$ cat config.mk
export PLATFORM = sky130hd
export DESIGN_NAME = cache_arbiter
export DESIGN_NICKNAME = d
export VERILOG_FILES = /design/src/rtl/cache_arbiter.sv
export SDC_FILE = /design/constraint.sdc
export NUM_CORES = 1
export LEC_CHECK = 0
export ABC_AREA = 1
export CORE_AREA = 8 8 539 541
export CTS_BUF_LIST = sky130_fd_sc_hd__clkbuf_4 sky130_fd_sc_hd__clkbuf_8 sky130_fd_sc_hd__clkbuf_16
export DETAILED_ROUTE_END_ITERATION = 10
export DIE_AREA = 0 0 547 549
export PLACE_DENSITY = 0.3
export SYNTH_ARGS = -nofsm -noshare
export SYNTH_HDL_FRONTEND = slang
export SYNTH_SLANG_ARGS = --single-unit
$ cat constraint.sdc
create_clock -name clk -period 4.4 [get_ports clk]
set_clock_uncertainty 0.05 [all_clocks]
set_input_delay 0.44 -clock clk [delete_from_list [all_inputs] [get_ports clk]]
set_output_delay 0.44 -clock clk [all_outputs]
set_load 0.05 [all_outputs]
$ cat src/rtl/cache_arbiter.sv
// rtl/cache_arbiter.sv - arbitrates I-cache and D-cache line requests onto one memory adaptor
// One transaction at a time; every output comes straight from a flop.
module cache_arbiter #(
    parameter bit RR_EN = 1'b1
) (
    input  logic         clk,
    input  logic         reset_n,
    input  logic [31:0]  i_address_i,
    input  logic         i_read_i,
    output logic [255:0] i_rdata_o,
    output logic         i_resp_o,
    input  logic [31:0]  d_address_i,
    input  logic         d_read_i,
    input  logic         d_write_i,
    input  logic [255:0] d_wdata_i,
    output logic [255:0] d_rdata_o,
    output logic         d_resp_o,
    output logic [31:0]  mem_address_o,
    output logic [255:0] mem_line_o,
    input  logic [255:0] mem_line_i,
    output logic         mem_read_o,
    output logic         mem_write_o,
    input  logic         mem_resp_i
);

    typedef enum logic [1:0] {
        IDLE    = 2'd0,
        SERVE_I = 2'd1,
        SERVE_D = 2'd2,
        DONE    = 2'd3
    } state_t;

    localparam logic GRANT_I = 1'b0;
    localparam logic GRANT_D = 1'b1;

    state_t         state_q, state_d;
    logic           last_grant_q, last_grant_d;
    logic [31:0]    mem_address_q, mem_address_d;
    logic [255:0]   mem_line_q, mem_line_d;
    logic           mem_read_q, mem_read_d;
    logic           mem_write_q, mem_write_d;
    logic [255:0]   i_rdata_q, i_rdata_d;
    logic [255:0]   d_rdata_q, d_rdata_d;
    logic           i_resp_q, i_resp_d;
    logic           d_resp_q, d_resp_d;

    logic           d_req;
    logic           grant_d;

    always_comb begin
        d_req   = d_read_i | d_write_i;
        grant_d = d_req;
        if (d_req && i_read_i) begin
            // Tie: round-robin favours whoever did not win last time.
            grant_d = RR_EN ? (last_grant_q == GRANT_I) : 1'b1;
        end
    end

    always_comb begin
        state_d       = state_q;
        last_grant_d  = last_grant_q;
        mem_address_d = mem_address_q;
        mem_line_d    = mem_line_q;
        mem_read_d    = mem_read_q;
        mem_write_d   = mem_write_q;
        i_rdata_d     = i_rdata_q;
        d_rdata_d     = d_rdata_q;
        i_resp_d      = 1'b0;
        d_resp_d      = 1'b0;

        case (state_q)
            IDLE: begin
                if (grant_d) begin
                    state_d       = SERVE_D;
                    last_grant_d  = GRANT_D;
                    mem_address_d = d_address_i;
                    mem_line_d    = d_wdata_i;
                    // A simultaneous read+write is treated as a writeback.
                    mem_write_d   = d_write_i;
                    mem_read_d    = ~d_write_i;
                end else if (i_read_i) begin
                    state_d       = SERVE_I;
                    last_grant_d  = GRANT_I;
                    mem_address_d = i_address_i;
                    mem_read_d    = 1'b1;
                end
            end
            SERVE_I: begin
                if (mem_resp_i) begin
                    state_d    = DONE;
                    mem_read_d = 1'b0;
                    i_rdata_d  = mem_line_i;
                    i_resp_d   = 1'b1;
                end
            end
            SERVE_D: begin
                if (mem_resp_i) begin
                    state_d     = DONE;
                    mem_read_d  = 1'b0;
                    mem_write_d = 1'b0;
                    if (mem_read_q) begin
                        d_rdata_d = mem_line_i;
                    end
                    d_resp_d    = 1'b1;
                end
            end
            DONE: begin
                state_d = IDLE;
            end
            default: begin
                state_d = IDLE;
            end
        endcase
    end

    always_ff @(posedge clk or negedge reset_n) begin
        if (!reset_n) begin
            state_q       <= IDLE;
            last_grant_q  <= GRANT_I;
            mem_address_q <= '0;
            mem_line_q    <= '0;
            mem_read_q    <= 1'b0;
            mem_write_q   <= 1'b0;
            i_rdata_q     <= '0;
            d_rdata_q     <= '0;
            i_resp_q      <= 1'b0;
            d_resp_q      <= 1'b0;
        end else begin
            state_q       <= state_d;
            last_grant_q  <= last_grant_d;
            mem_address_q <= mem_address_d;
            mem_line_q    <= mem_line_d;
            mem_read_q    <= mem_read_d;
            mem_write_q   <= mem_write_d;
            i_rdata_q     <= i_rdata_d;
            d_rdata_q     <= d_rdata_d;
            i_resp_q      <= i_resp_d;
            d_resp_q      <= d_resp_d;
        end
    end

    assign i_rdata_o     = i_rdata_q;
    assign i_resp_o      = i_resp_q;
    assign d_rdata_o     = d_rdata_q;
    assign d_resp_o      = d_resp_q;
    assign mem_address_o = mem_address_q;
    assign mem_line_o    = mem_line_q;
    assign mem_read_o    = mem_read_q;
    assign mem_write_o   = mem_write_q;

endmodule

==> flow_metrics.py <==
metrics = {
    "cts": {
        "htree_num_levels": 3,
        "cts_resized": 0,
        "cts.hold.buffers_added": 50,
        "cts_tree": "built",
        "cts_root_buf": "clkbuf_16",
        "clock-sinks": 807,
        "clk_latency_ps": 840,
        "cts.reportedPaths.clkPinSlew_ps": 60,
        "numCtsBuffers": 112,
        "clock_path_buffers": 4,
        "cts_setup_buffers": 0,
    },
    "sta": {
        "tightest_slew_ps": 977,
        "report.final.slew_viol_count": 0,
        "rsz0062_at_grt": "no",
        "finalHoldViolations": 0,
        "whs_ps": 108,
        "period_needed_ps": 2940,
        "clock.fmax_mhz": 340,
        "slew_headroom": 0.347,
        "setup_viol": 0,
        "setup_ws_ps": 1460,
        "min_period_over_period": 0.668,
        "totalNegativeSetupSlack_ps": 0,
    },
    "critical_path": {
        "crit_path_top_delay_cell": "inv_8",
        "critPathKind": "flip-flop to flip-flop",
        "slowest_delay_ps": 760,
        "arrival_ps": 3630,
        "cp-end-kind": "flip-flop",
        "critPathLaunch": "state_q[0]$_DFFE_PN0P_",
        "cp_common_cell": "nand2_1",
        "critPathLaunchType": "flip-flop",
        "r2r-start": "state_q[0]$_DFFE_PN0P_",
        "worstPathRequired_ps": 5090,
        "crit_fanout": 99,
        "path_cells": "inv_1 -> ha_1 -> nand3_4 -> inv_8 -> buf_4 -> nand2_1 -> nand2_1",
    },
    "placed_design": {
        "pre_cts_ws_ps": 1070,
        "portBuffers": 1385,
        "dp_hpwl_mm": 163,
        "gp_congestion": 0.795,
    },
    "route": {
        "wl_per_cell_um": 23.4,
        "first_iter_violations": 1337,
        "num_vias": 28000,
        "drt_first_pass_iters": 5,
        "routed_via_density": 3.26,
        "postRouteAntennaNets": 0,
        "drc_errors": 0,
        "drt-total-wl_mm": 201,
    },
    "floorplanning": {
        "io_pins": 1386,
        "core_mm2": 0.281,
        "die_x_um": 547,
        "initial_core_util": 0.109,
        "die_h_um": 549,
        "rows": 195,
        "dieArea_mm2": 0.300,
    },
    "cells_and_area": {
        "syn2layout_area_growth_pct": 74.1,
        "fill_cells": 31400,
        "final_layout_size_suffix_gt1_frac": 0.0548,
        "multi_input_area_mm2": 0.00825,
        "regArea_mm2": 0.0202,
        "layout_common_cells": "nand2_1, clkdlybuf4s50_1, dfrtp_1",
        "nNetsFinal": 5322,
        "layout_commonest_cell": "nand2_1",
    },
    "global_routing": {
        "grt_use_met3": 0.0725,
        "gr-total-overflow": 0,
        "grt_busiest_layer": "met2",
        "antenna_found_initial": 127,
        "grt_pass1_vias": 29500,
        "grt.total_usage": 0.129,
        "grtUsageMet2": 0.223,
        "grt_max_degree": 116,
        "use_met1": 0.138,
        "grt_pass1_wl_mm": 270,
    },
    "power_and_ir_drop": {
        "p_comb_frac": 0.556,
        "p_int_w": 0.0247,
        "powerDensity_mw_per_mm2": 956,
        "clock_power_share": 0.185,
        "p_sw_w": 0.0261,
        "seqPwrFrac": 0.258,
        "irDropWorstVdd_mv": 0.397,
        "leakage_nw": 24.3,
        "swShare": 0.514,
    },
    "yosys": {
        "synth_cells": 3310,
        "syn_avg_cell_area_um2": 9.23,
        "synth_cell_types": 19,
        "ys_ff_latch": 807,
        "yosysWarnings": 0,
        "seq_area_frac_synth": 0.661,
        "synth_nets": 3895,
        "synth_area_mm2": 0.0305,
    },
    "worst_hold_path": {
        "hold_class": "input port to flip-flop",
        "holdCritStartpoint": "d_wdata_i[9]",
    },
    "status": {
        "run_status": "finished, final reports clean",
    },
    "job": {
        "drv_cap": 0,
    },
}
[sequential cells by signal, summed over array words and instances, names as in the netlist, 2 cells and up]
name           flops
state_q            2
mem_address_o     32
i_rdata_o        256
mem_line_o       256
d_rdata_o        256
[kinds of logic after synthesis]
group,after synthesis,share of synthesized area
simple gates,1472,0.183
flops,807,0.661
compound gates,515,0.0845
buf+inv,513,0.0702
fa+ha+maj,3,0.00123
[synthesized netlist by cell type]
master / count / area, um2
buf_1: 5 / 18.8
a21oi_2: 1 / 8.76
nor2_1: 2 / 7.51
o21ai_0: 513 / 2570
buf_4: 27 / 203
dfrtp_1: 807 / 20200
buf_6: 4 / 45.0
nand3_1: 35 / 175
nand4_1: 2 / 12.5
nand3_2: 1 / 10.0
inv_2: 2 / 7.51
a21oi_1: 1 / 5.00
nand2_2: 2 / 12.5
clkbuf_1: 74 / 278
ha_1: 3 / 37.5
or2_2: 1 / 6.26
nand2_1: 1429 / 5360
buf_2: 70 / 350
inv_1: 331 / 1240
[power by group through the flow]
stage / logic, W / registers [W] / clock network (W)
after CTS: 0.0290 / 0.0132 / 0.00988
final: 0.0283 / 0.0131 / 0.00942
after floorplan: 0.00438 / 0.0250 / 0
after global routing: 0.0299 / 0.0136 / 0.0101
after global placement: 0.0289 / 0.0132 / 0
after detailed placement: 0.0289 / 0.0133 / 0
[layout make-up]
cell class | instances | area share
sequential | 807 | 0.380
timing repair buffer | 1493 | 0.281
multi-input combinational | 1990 | 0.155
tap | 3743 | 0.0880
clock buffer | 169 | 0.0630
inverter | 333 | 0.0236
clock inverter | 28 | 0.00776
antenna | 32 | 0.00151
[per-layer routing]
metal / wire length, um / part of all wire
met1: 75200 / 0.37
met2: 97000 / 0.48
met3: 24700 / 0.12
met4: 3530 / 0.018
met5: 685 / 0.0034
[worst paths after layout]
path / endpoint / slack [ps] / cells past startpoint
setup / recovery: mem_line_o[155]$_DFFE_PN0P_ / 1460 / 7
hold / removal: mem_line_o[9]$_DFFE_PN0P_ / 110 / 3
setup reg to reg: mem_line_o[155]$_DFFE_PN0P_ / 1460 / 7
hold reg to reg: mem_line_o[39]$_DFFE_PN0P_ / 430 / 2
max in group asynchronous: d_rdata_o[15]$_DFFE_PN0P_ / 2710 / 4
min in group asynchronous: d_rdata_o[114]$_DFFE_PN0P_ / 260 / 2
[critical path: cells and delay by family (launching register included)]
kind | cells | cell delay (ps)
fa+ha+maj | 1 | 270
buf+inv | 3 | 1250
flops | 1 | 400
simple gates | 3 | 680
[stage by stage]
stage	std cells	instance area (um2)	utilization	total power (W)
floorplan	3310	30500	-	0.0294
global placement	8316	48800	0.174	0.0421
detailed placement	8316	48800	0.174	0.0422
CTS	8563	53100	0.189	0.0521
global route	8568	53100	0.189	0.0537
finish	8595	53200	0.189	0.0509
Power figures use the tool's default switching activity.
